File: config.mk
export PLATFORM = sky130hd
export DESIGN_NAME = fetch_unit
export DESIGN_NICKNAME = d
export VERILOG_FILES = /design/src/rtl/fetch_unit.sv
export SDC_FILE = /design/constraint.sdc
export NUM_CORES = 1
export LEC_CHECK = 0
export ABC_CLOCK_PERIOD_IN_PS = 8900
export CELL_PAD_IN_SITES_DETAIL_PLACEMENT = 0
export CELL_PAD_IN_SITES_GLOBAL_PLACEMENT = 1
export CORE_MARGIN = 2
export CORE_UTILIZATION = 54
export DETAILED_ROUTE_END_ITERATION = 7
export DONT_BUFFER_PORTS = 1
export PLACE_DENSITY_LB_ADDON = 0.05
export SLEW_MARGIN = 20
export SYNTH_ARGS = -nofsm -noshare
export SYNTH_HDL_FRONTEND = slang
export SYNTH_SLANG_ARGS = --single-unit
export TNS_END_PERCENT = 1
File: constraint.sdc
create_clock -name clk -period 8.9 [get_ports clk]
set_clock_uncertainty 0.15 [all_clocks]
set_input_delay 0.89 -clock clk [delete_from_list [all_inputs] [get_ports clk]]
set_output_delay 0.89 -clock clk [all_outputs]
set_load 0.03 [all_outputs]
File: src/rtl/fetch_unit.sv
// Instruction fetch stage: owns the PC, keeps one memory request outstanding and buffers the
// returned words for decode. Define FETCH_STATS_EN to add fetched/discarded word counters.
module fetch_unit #(
  parameter int unsigned          PC_WIDTH = 32,
  parameter logic [PC_WIDTH-1:0]  RESET_PC = '0,
  parameter int unsigned          DEPTH    = 2
) (
  input  logic                clk,
  input  logic                rst_n,
  output logic                imem_req,
  output logic [PC_WIDTH-1:0] imem_addr,
  input  logic                imem_ack,
  input  logic [31:0]         imem_rdata,
  input  logic                redirect_valid,
  input  logic [PC_WIDTH-1:0] redirect_pc,
  input  logic                inst_ready,
  output logic                inst_valid,
  output logic [31:0]         inst,
  output logic [PC_WIDTH-1:0] inst_pc,
  output logic [6:0]          opcode,
  output logic [2:0]          funct3,
  output logic [6:0]          funct7
`ifdef FETCH_STATS_EN
  ,
  output logic [31:0]         stat_fetched,
  output logic [31:0]         stat_discarded
`endif
);

  localparam int unsigned PtrW = $clog2(DEPTH);
  localparam int unsigned CntW = PtrW + 1;
  localparam logic [31:0] Nop  = 32'h0000_0013;

  typedef enum logic [1:0] {StIdle, StReq, StDiscard} state_e;

  state_e              state_q;
  logic                req_q;
  logic [PC_WIDTH-1:0] fetch_pc_q;
  logic [PC_WIDTH-1:0] req_addr_q;
  logic [CntW-1:0]     count_q;
  logic [PtrW-1:0]     rd_ptr_q;
  logic [PtrW-1:0]     wr_ptr_q;
  logic [31:0]         buf_inst_q [DEPTH];
  logic [PC_WIDTH-1:0] buf_pc_q   [DEPTH];

  logic                pop;
  logic                push;
  logic                can_issue;
  logic                room_after_push;
  logic [CntW-1:0]     count_after_push;
  logic [PC_WIDTH-1:0] req_addr_inc;

  assign inst_valid       = (count_q != '0);
  assign pop              = inst_valid && inst_ready && !redirect_valid;
  assign push             = (state_q == StReq) && imem_ack && !redirect_valid;
  assign count_after_push = count_q - CntW'(pop) + CntW'(push);
  assign can_issue        = count_q < CntW'(DEPTH);
  assign room_after_push  = count_after_push < CntW'(DEPTH);
  assign req_addr_inc     = req_addr_q + PC_WIDTH'(4);

  assign imem_req  = req_q;
  assign imem_addr = req_addr_q;

  assign inst    = inst_valid ? buf_inst_q[rd_ptr_q] : Nop;
  assign inst_pc = inst_valid ? buf_pc_q[rd_ptr_q] : '0;
  assign opcode  = inst[6:0];
  assign funct3  = inst[14:12];
  assign funct7  = inst[31:25];

  always_ff @(posedge clk or negedge rst_n) begin
    if (!rst_n) begin
      state_q    <= StIdle;
      req_q      <= 1'b0;
      fetch_pc_q <= RESET_PC;
      req_addr_q <= RESET_PC;
      count_q    <= '0;
      rd_ptr_q   <= '0;
      wr_ptr_q   <= '0;
    end else begin
      // A redirect flushes the buffer and overrides any same-cycle push or pop.
      if (redirect_valid) begin
        count_q  <= '0;
        rd_ptr_q <= '0;
        wr_ptr_q <= '0;
      end else begin
        if (push) wr_ptr_q <= wr_ptr_q + PtrW'(1);
        if (pop)  rd_ptr_q <= rd_ptr_q + PtrW'(1);
        count_q <= count_after_push;
      end

      case (state_q)
        StIdle: begin
          if (redirect_valid) begin
            fetch_pc_q <= redirect_pc;
          end else if (can_issue) begin
            req_addr_q <= fetch_pc_q;
            state_q    <= StReq;
            req_q      <= 1'b1;
          end
        end
        StReq: begin
          if (redirect_valid) begin
            fetch_pc_q <= redirect_pc;
            if (imem_ack) begin
              req_addr_q <= redirect_pc;
            end else begin
              // Request must stay up until memory answers; its data is then dropped.
              state_q <= StDiscard;
            end
          end else if (imem_ack) begin
            fetch_pc_q <= req_addr_inc;
            if (room_after_push) begin
              req_addr_q <= req_addr_inc;
            end else begin
              state_q <= StIdle;
              req_q   <= 1'b0;
            end
          end
        end
        StDiscard: begin
          if (redirect_valid) fetch_pc_q <= redirect_pc;
          if (imem_ack) begin
            req_addr_q <= redirect_valid ? redirect_pc : fetch_pc_q;
            state_q    <= StReq;
          end
        end
        default: begin
          state_q <= StIdle;
          req_q   <= 1'b0;
        end
      endcase
    end
  end

  always_ff @(posedge clk) begin
    if (push) begin
      buf_inst_q[wr_ptr_q] <= imem_rdata;
      buf_pc_q[wr_ptr_q]   <= req_addr_q;
    end
  end

`ifdef FETCH_STATS_EN
  logic [31:0] stat_fetched_q;
  logic [31:0] stat_discarded_q;
  logic        drop_word;
  logic [32:0] fetched_sum;
  logic [32:0] discarded_sum;

  assign drop_word = imem_ack &&
                     ((state_q == StDiscard) || ((state_q == StReq) && redirect_valid));
  assign fetched_sum   = {1'b0, stat_fetched_q} + 33'(push);
  assign discarded_sum = {1'b0, stat_discarded_q} + 33'(drop_word) +
                         33'(redirect_valid ? count_q : '0);

  always_ff @(posedge clk or negedge rst_n) begin
    if (!rst_n) begin
      stat_fetched_q   <= '0;
      stat_discarded_q <= '0;
    end else begin
      stat_fetched_q   <= fetched_sum[32] ? 32'hFFFF_FFFF : fetched_sum[31:0];
      stat_discarded_q <= discarded_sum[32] ? 32'hFFFF_FFFF : discarded_sum[31:0];
    end
  end

  assign stat_fetched   = stat_fetched_q;
  assign stat_discarded = stat_discarded_q;
`endif

endmodule

==> results.json, run 1 <==
{
  "status": "finished clean",
  "synth_edf_count": 128,
  "htree_levels": 4,
  "dieHeight_um": 138,
  "grt_pass1_vias": 6859,
  "p_int_w": 0.00216,
  "worst_pin_slew_ns": 1.09,
  "wl_per_cell_um": 25.3,
  "worstSkewPairLatency_ns": 0.44,
  "ys_seq_area_share_pct": 57.9,
  "post_cts_buffers": 0,
  "drtPass1Iterations": 6,
  "finalCritPeriodShare_pct": 50.7,
  "die_area_sq_um": 19100,
  "pin_count": 184,
  "drive_gt1_share_pct": 7.88,
  "p_switching_w": 0.00188,
  "clock-root-buffer": "clkbuf_16",
  "cts_buffers": 17,
  "track_usage_pct": 27.7,
  "synthArstFlopShare_pct": 35.7,
  "core_sq_um": 17800,
  "syn_inst": 851,
  "endpoint_kind": "register",
  "worst-path-max-fanout": 62,
  "fin_util_pct": 58.5,
  "period_needed_ns": 4.51,
  "ys_ff_latch": 199,
  "wl_um": 26600,
  "crit_type": "reg -> reg",
  "via_per_inst": 6.76,
  "dpl.hpwl_um": 17100,
  "die_w_um": 138,
  "rr_startpoint": "count_q[1]",
  "clock-sinks": 199,
  "port_buffers": 0,
  "synthesis.nets": 927,
  "clockBufferDepth": 2,
  "maxCapViolCount": 0,
  "gp_congestion": 0.853,
  "fin_setup_tns_ns": 0,
  "setup_viol": 0,
  "num_antenna_cells": 0,
  "vias": 7126,
  "synth_top_area_cell": "edfxtp_1",
  "yosys.cell_types.count": 63,
  "rows": 49,
  "drc_errors": 0,
  "syn_avg_cell_area_sq_um": 11.4,
  "start_util_pct": 54.6,
  "ant_nets": 0,
  "ys.flop_type": "edfxtp_1",
  "relSlewSlack_pct": 27.1,
  "cts.repair.resized": 0,
  "cp.required_ns": 9.07,
  "hold_path.class": "in -> async",
  "fin_ws_ns": 4.39,
  "grt_max_degree": 72,
  "yosysWarnings": 0,
  "area.growth.synth_to_final_pct": 7.01,
  "yosysTopAreaCellShare_pct": 39.6,
  "hold_viol": 0,
  "cp_data_arrival_time_ns": 4.68,
  "synthTopCellsByArea": "edfxtp_1 (40%), dfrtp_1 (18%), mux2i_1 (6.8%), nor2_1 (4.4%), o22ai_1 (2.6%)",
  "cp-startpoint": "count_q[1]",
  "start_kind": "register",
  "combinationalPowerShare_pct": 38.3,
  "clk_pin_slew_ns": 0.08,
  "drt-initial-drc-count": 885,
  "pre_cts_ws_ns": 4.37,
  "grt_pass1_wl_um": 40800,
  "cts_tree": "yes",
  "grt_overflow": 0,
  "netSwitchingFraction_pct": 46.6,
  "antenna_found_initial": 0,
  "p_leak_nw": 3.56,
  "seqPwrFrac_pct": 42.7,
  "fmax_mhz": 222,
  "peakVddDrop_uv": 219,
  "powerDensity_nw_per_um2": 389,
  "rsz0062_at_grt": "false",
  "clockPowerShare_pct": 19.0,
  "netlist_area_sq_um": 9710,
  "finalMaxSlewViolations": 0,
  "nets": 889
}
==> final cells by class <==
cell class | count | area, sq um
fill | 1458 | 7380
sequential | 199 | 5620
multi-input combinational | 565 | 3700
clock buffer | 17 | 425
tap | 229 | 287
clock inverter | 14 | 160
timing repair buffer | 17 | 148
inverter | 13 | 48.8
==> worst max-delay path: stages (launching register included) <==
cell and delay, ns:
dfrtp_1 0.43, nor2_4 0.11, buf_4 0.54, inv_1 0.41, nand2_1 0.24, nor2_1 0.06, ha_1 0.27, inv_1 0.04
ha_1 0.17, xnor3_1 0.25, a221o_1 0.24, nand2_1 0.46, buf_4 0.42, a2111oi_0 0.45, a21oi_1 0.12
==> sequential cells by signal, indices dropped and copies added, names as in the netlist <==
signal	flops
buf_inst_q	64
buf_pc_q	64
fetch_pc_q	32
imem_addr	32
count_q	2
state_q	2
imem_req	1
rd_ptr_q	1
wr_ptr_q	1
==> cell usage after synthesis (all sizes together), types with 6 or more instances <==
cell type	number
edfxtp	128
nor2	115
dfrtp	71
mux2i	66
a21oi	47
o22ai	41
clkbuf	39
nand2	37
o21ai	37
buf	35
xnor2	19
a22oi	16
nand3	14
nand4	13
inv	12
a31oi	11
a32oi	10
and4	10
nor4	8
a22o	7
and3	7
ha	7
xor2	7
a32o	6
o221ai	6
o2bb2ai	6
==> repair_timing <==
| item | CTS | global route |
|---|---|---|
| hold buffers | 1 | 0 |
| hold endpoints to repair | 71 | 0 |
| endpoints found under the setup margin | 0 | 0 |
==> power by group through the flow <==
stage	logic, W	clock network, W	registers (W)
final	0.00155	0.000769	0.00172
after global placement	0.00149	0	0.00172
after global routing	0.00167	0.000820	0.00175
after floorplan	0.00126	0	0.00158
after detailed placement	0.00152	0	0.00173
after CTS	0.00153	0.000783	0.00171
==> per-stage QoR <==
stage                     hold WS [ns]  total power [W]  area, sq um  instances
after floorplan                  0.340          0.00284         9710        851
after global placement           0.366          0.00321         9780       1022
after detailed placement         0.380          0.00325         9780       1022
after CTS                        0.199          0.00403        10400       1054
after global routing             0.205          0.00424        10400       1054
final                            0.190          0.00404        10400       1054
==> cell usage in the layout, fill, tap and decap left out, types with 7 or more instances in the layout <==
| cell type | count |
|---|---|
| a21oi_1 | 46 |
| a22o_1 | 7 |
| a22oi_1 | 16 |
| a31oi_1 | 11 |
| a32oi_1 | 10 |
| and4_1 | 10 |
| buf_4 | 16 |
| clkbuf_16 | 17 |
| dfrtp_1 | 70 |
| edfxtp_1 | 128 |
| ha_1 | 7 |
| inv_1 | 12 |
| mux2i_1 | 66 |
| nand2_1 | 37 |
| nand3_1 | 14 |
| nand4_1 | 12 |
| nor2_1 | 113 |
| o21ai_0 | 35 |
| o22ai_1 | 41 |
| xnor2_1 | 19 |
| xor2_1 | 7 |
==> metal layers <==
layer | track usage (%) | wire length [um]
met4 | 11.7 | 858
met1 | 37.7 | 10700
met5 | 0 | 0
met3 | 7.76 | 2650
met2 | 42.1 | 12400
==> worst paths after layout <==
| path | end | depth (start not counted) | slack, ns |
|---|---|---|---|
| max | imem_addr[21] | 14 | 4.39 |
| min | fetch_pc_q[15] | 1 | 0.19 |
| max reg2reg | imem_addr[21] | 14 | 4.39 |
| min reg2reg | fetch_pc_q[29] | 2 | 0.39 |
| max in group asynchronous | rd_ptr_q | 1 | 8.06 |
| min in group clk | wr_ptr_q | 1 | 0.38 |
==> cell families after synthesis <==
logic type / count (synthesis) / share of synthesized area, %
xor gates and xnor gates: 27 / 2.58
and+or+nand+nor: 232 / 11.4
AOI/OAI and AO/OA: 231 / 16.0
muxes: 68 / 7.03
buffers and inverters: 87 / 4.26
adders and majority gates: 7 / 0.902
DFF: 199 / 57.9
(Power assumes the default switching activity.)
==> run 2, diff against run 1 <==
--- a/config.mk
+++ b/config.mk
@@ -5,11 +5,11 @@
 export SDC_FILE = /design/constraint.sdc
 export NUM_CORES = 1
 export LEC_CHECK = 0
-export ABC_CLOCK_PERIOD_IN_PS = 8900
+export ABC_CLOCK_PERIOD_IN_PS = 3910
 export CELL_PAD_IN_SITES_DETAIL_PLACEMENT = 0
 export CELL_PAD_IN_SITES_GLOBAL_PLACEMENT = 1
 export CORE_MARGIN = 2
-export CORE_UTILIZATION = 54
+export CORE_UTILIZATION = 45
 export DETAILED_ROUTE_END_ITERATION = 7
 export DONT_BUFFER_PORTS = 1
 export PLACE_DENSITY_LB_ADDON = 0.05
==> constraint.sdc (replaced) <==
create_clock -name clk -period 3.91 [get_ports clk]
set_clock_uncertainty 0.15 [all_clocks]
set_input_delay 0.391 -clock clk [delete_from_list [all_inputs] [get_ports clk]]
set_output_delay 0.391 -clock clk [all_outputs]
set_load 0.03 [all_outputs]
==> run 2 against run 1 <==
Effect of this change:
- register-to-register slack got worse by 4.0 ns
- critical path type unchanged
- core utilization fell by 5.7 points
- non-clock buffer count up 71
==> results.json, run 2 (synthesis results as in run 1) <==
{
  "rows": 53,
  "power_w": 0.00946,
  "period_needed_ns": 3.47,
  "reg2reg_depth": 13,
  "hold_path.class": "in -> reg",
  "drc_errors": 0,
  "die_area_sq_um": 22800,
  "endpoint_kind": "register",
  "track_usage_pct": 25.0,
  "clock-sinks": 199,
  "relSlewSlack_pct": 32.9,
  "gp_congestion": 0.830,
  "grt_pass1_wl_um": 42800,
  "worst_pin_slew_ns": 1.01,
  "cts.repair.resized": 0,
  "met1Wirelength_um": 12000,
  "dieHeight_um": 151,
  "htree_levels": 4,
  "clock-root-buffer": "clkbuf_16",
  "holdPathStages": 3,
  "grt_pass1_vias": 7149,
  "vias": 7371,
  "hold_viol": 0,
  "p_int_w": 0.00504,
  "worstSkewPairLatency_ns": 0.43,
  "netSwitchingFraction_pct": 46.7,
  "start_kind": "register",
  "area.growth.synth_to_final_pct": 14.6,
  "hold_start": "imem_ack",
  "antenna_found_initial": 0,
  "r2r_slack_ns": 0.44,
  "core_sq_um": 21100,
  "largestRegisters": "buf_inst_q (64), buf_pc_q (64)",
  "worst-path-max-fanout": 15,
  "route.met2.wl_um": 13300,
  "peakVddDrop_uv": 592,
  "clk_pin_slew_ns": 0.08,
  "whs_ns": 0.0195,
  "wl_per_cell_um": 24.0,
  "clockPowerShare_pct": 18.6,
  "cts_tree": "yes",
  "num_antenna_cells": 0,
  "layout_common_cells": "edfxtp_1 (128), nor2_1 (113), dfrtp_1 (70)",
  "wl_um": 28200,
  "rsz0062_at_grt": "false",
  "p_switching_w": 0.00441,
  "powerDensity_nw_per_um2": 849,
  "cp.required_ns": 4.11,
  "drt-initial-drc-count": 687,
  "ant_nets": 0,
  "combinationalPowerShare_pct": 41.7,
  "r2r_end": "imem_addr[12]",
  "min_to": "imem_req",
  "grt_overflow": 0,
  "post_cts_buffers": 0,
  "p_leak_nw": 3.89,
  "cp_data_arrival_time_ns": 3.67,
  "dpl.hpwl_um": 18100,
  "port_buffers": 0,
  "finalCritPeriodShare_pct": 88.9,
  "layout_commonest_cell": "edfxtp_1",
  "cts_buffers": 17,
  "grt_max_degree": 72,
  "fin_setup_tns_ns": 0,
  "crit_type": "reg -> reg",
  "seqPwrFrac_pct": 39.7,
  "pin_count": 184,
  "status": "finished clean",
  "maxCapViolCount": 0,
  "start_util_pct": 46.1,
  "die_w_um": 151,
  "drive_gt1_share_pct": 10.0,
  "finalMaxSlewViolations": 0,
  "nFillCells": 1841,
  "clockBufferDepth": 2,
  "route.met3.wl_um": 2270,
  "rr_startpoint": "state_q[1]",
  "routed.top_layer": "met4",
  "setup_viol": 0,
  "nets": 960,
  "fmax_mhz": 288,
  "drtPass1Iterations": 7,
  "via_per_inst": 6.29
}
[run 2: cell count changes in the layout (fill, tap and decap cells not counted), sizes merged]
cell and delta:
clkbuf +1, bufinv -1, clkinv +1, dlygate4sd3 +45
buf +26, inv +2, clkinvlp -2
[run 2: cell type report]
type	count	area, sq um	share of cell area (%)
flip-flops and latches	199	5620	50.5
multi-input cells	565	3700	33.2
repair buffers	88	818	7.35
clock buffers	18	429	3.85
well taps	275	344	3.09
clock inverters	14	173	1.55
inverters	13	48.8	0.438
[run 2: worst max-delay path, cell delays in order, from the launching register on]
cell and delay, ns:
dfrtp_1 0.41, inv_1 0.12, ha_1 0.18, nor2b_1 0.18
nand2_1 0.16, ha_1 0.31, inv_1 0.04, ha_1 0.18
xnor3_1 0.26, a221o_1 0.28, and2_1 0.50, buf_4 0.35
o21ai_0 0.12, o21ai_0 0.17
[run 2: timing repair]
| action | in CTS | in global routing |
|---|---|---|
| endpoints found under the hold margin | 151 | 0 |
| setup endpoints to repair | 0 | 0 |
| hold buffers | 46 | 0 |
[run 2: power groups by stage]
stage,sequential (W),combinational [W],clock [W]
detailed placement,0.00380,0.00383,0
floorplan,0.00359,0.00287,0
global placement,0.00378,0.00376,0
CTS,0.00375,0.00391,0.00180
finish,0.00376,0.00394,0.00176
global route,0.00384,0.00426,0.00188
[run 2: stage by stage]
stage	instance area (sq um)	utilization [%]	std cells	setup WS [ns]
after floorplan	9720	-	851	0.0758
after global placement	10100	47.7	1094	0.519
after detailed placement	10100	47.7	1094	0.435
after CTS	11100	52.8	1172	0.412
after global routing	11100	52.8	1172	0.148
final	11100	52.8	1172	0.435
[run 2: metal layers]
layer | vias to the layer above | GRT usage [%]
met1 | 3690 | 35.2
met3 | 42 | 4.61
met5 | - | 0
li1 | 3284 | -
met2 | 355 | 39.4
met4 | 0 | 8.18
[run 2: worst max path at each step]
| stage | from | to | slack, ns | cells after the start |
|---|---|---|---|---|
| after floorplan | state_q[1] | buf_inst_q[0][0] | 0.08 | 7 |
| after global placement | count_q[1] | imem_addr[14] | 0.52 | 13 |
| after detailed placement | count_q[1] | imem_addr[14] | 0.43 | 13 |
| after CTS | count_q[1] | imem_addr[14] | 0.41 | 13 |
| after global routing | state_q[1] | imem_addr[12] | 0.15 | 13 |
| final | state_q[1] | imem_addr[12] | 0.44 | 13 |
==> run 3, diff against run 2 <==
--- a/config.mk
+++ b/config.mk
@@ -8,7 +8,6 @@
 export ABC_CLOCK_PERIOD_IN_PS = 3910
 export CELL_PAD_IN_SITES_DETAIL_PLACEMENT = 0
 export CELL_PAD_IN_SITES_GLOBAL_PLACEMENT = 1
-export CORE_MARGIN = 2
 export CORE_UTILIZATION = 45
 export DETAILED_ROUTE_END_ITERATION = 7
 export DONT_BUFFER_PORTS = 1
==> run 3 against run 2 <==
Effect of this change:
- final cell count decreased by 0.26%
- cell area down 0.36%
- clock power barely moved
==> results.json, run 3 (synthesis results as in run 1) <==
{
  "status": "finished clean",
  "dpl.hpwl_um": 18000,
  "cp.required_ns": 4.12,
  "core_sq_um": 21100,
  "hold_path.class": "in -> reg",
  "clock-root-buffer": "clkbuf_16",
  "pin_count": 184,
  "cts_buffers": 17,
  "p_switching_w": 0.00438,
  "layout_commonest_cell": "edfxtp_1",
  "rows": 53,
  "clk_pin_slew_ns": 0.08,
  "drtPass1Iterations": 5,
  "finalCritPeriodShare_pct": 92.7,
  "layout_common_cells": "edfxtp_1 (128), nor2_1 (113), dfrtp_1 (70)",
  "period_needed_ns": 3.63,
  "clockPowerShare_pct": 18.8,
  "multi_input_area_sq_um": 3700,
  "power_w": 0.00936,
  "netSwitchingFraction_pct": 46.7,
  "clock-sinks": 199,
  "die_w_um": 149,
  "hold_viol": 0,
  "fin_setup_tns_ns": 0,
  "grt_overflow": 0,
  "final_cells": 1169,
  "rsz0062_at_grt": "false",
  "gp_congestion": 0.844,
  "peakVddDrop_uv": 713,
  "maxCapViolCount": 0,
  "wl_um": 27600,
  "port_buffers": 0,
  "via_per_inst": 6.20,
  "cp_data_arrival_time_ns": 3.83,
  "ant_nets": 0,
  "grt_pass1_wl_um": 42100,
  "htree_levels": 4,
  "wl_per_cell_um": 23.6,
  "worst-path-max-fanout": 20,
  "setup_viol": 0,
  "drive_gt1_share_pct": 9.40,
  "worstSkewPairLatency_ns": 0.44,
  "dieHeight_um": 149,
  "track_usage_pct": 25.3,
  "nFillCells": 1828,
  "fmax_mhz": 276,
  "worst_pin_slew_ns": 1.11,
  "area.growth.synth_to_final_pct": 14.2,
  "clockBufferDepth": 2,
  "post_cts_buffers": 0,
  "die_area_sq_um": 22200,
  "grt_max_degree": 72,
  "start_util_pct": 46.1,
  "p_int_w": 0.00499,
  "cts.repair.resized": 0,
  "cts_tree": "yes",
  "dp_cells": 1088,
  "nets": 957,
  "combinationalPowerShare_pct": 40.8,
  "p_leak_nw": 3.87,
  "antenna_found_initial": 0,
  "seqPwrFrac_pct": 40.4,
  "largestRegisters": "buf_inst_q (64), buf_pc_q (64)",
  "seqCellArea_sq_um": 5620,
  "finalMaxSlewViolations": 0,
  "relSlewSlack_pct": 25.8,
  "grt_pass1_vias": 7095,
  "endpoint_kind": "register",
  "drt-initial-drc-count": 658,
  "drc_errors": 0,
  "vias": 7246,
  "crit_type": "reg -> reg",
  "start_kind": "register",
  "num_antenna_cells": 0,
  "powerDensity_nw_per_um2": 844
}
-- run 3: cell count changes in the layout (fill, tap and decap cells not counted), sizes merged --
cell | before | now
clkinv | 6 | 8
dlygate4sd3 | 45 | 48
inv | 21 | 20
buf | 43 | 37
clkbuf | 18 | 17
-- run 3: path summary, 6_finish.rpt --
| check | start | endpoint | slack, ns | cells after the start |
|---|---|---|---|---|
| worst max-delay path | count_q[1] | imem_addr[14] | 0.28 | 13 |
| worst min-delay path | redirect_pc[19] | fetch_pc_q[19] | 0.01 | 2 |
| worst max register to register | count_q[1] | imem_addr[14] | 0.28 | 13 |
| worst min register to register | fetch_pc_q[29] | fetch_pc_q[29] | 0.39 | 2 |
| max in group asynchronous | rst_n | rd_ptr_q | 2.90 | 2 |
| min in group asynchronous | rst_n | imem_addr[30] | 0.34 | 2 |
-- run 3: worst max-delay path: stages (launching register included) --
cell and delay [ns]:
dfrtp_1 0.44, nor2_4 0.06, inv_1 0.36, nand2_1 0.16, nor2_1 0.16, ha_1 0.25, inv_1 0.06, ha_1 0.14
xnor3_1 0.25, a221o_1 0.43, nand2_1 0.38, buf_4 0.36, o22ai_1 0.13, a32oi_1 0.19
-- run 3: power by group through the flow --
stage,sequential [W],clock (W),combinational (W)
floorplan,0.00359,0,0.00287
global placement,0.00380,0,0.00366
detailed placement,0.00382,0,0.00371
CTS,0.00378,0.00179,0.00379
global route,0.00385,0.00187,0.00414
finish,0.00378,0.00176,0.00382
-- run 3: through the flow --
stage	hold WS, ns	worst slack [ns]	utilization [%]	cell area [sq um]
after floorplan	-0.0546	0.0758	-	9720
final	0.0139	0.285	52.6	11100
after global routing	0.0166	0.0393	52.6	11100
after CTS	0.00175	0.311	52.6	11100
after detailed placement	-0.0495	0.338	47.3	9980
after global placement	-0.0496	0.435	47.3	9980
-- run 3: per-layer routing --
metal  vias to the layer above  share of wire [%]  GRT usage, %
li1                       3275                  -             -
met1                      3555                 42          34.4
met2                       368                 47          39.2
met3                        48                9.0          6.12
met4                         0                2.2          9.49
met5                         -                  0             0
-- run 3: final cells by class --
class                      count  share of cell area (%)
timing repair buffer          85                    7.01
multi-input combinational    565                    33.3
inverter                      13                   0.440
clock inverter                15                    1.59
clock buffer                  17                    3.83
sequential                   199                    50.7
tap                          275                    3.10
-- run 3: repair_timing --
action                                  4_1_cts  5_1_grt
endpoints found under the hold margin       156        0
hold buffers                                 49        0
endpoints found under the setup margin        0        0
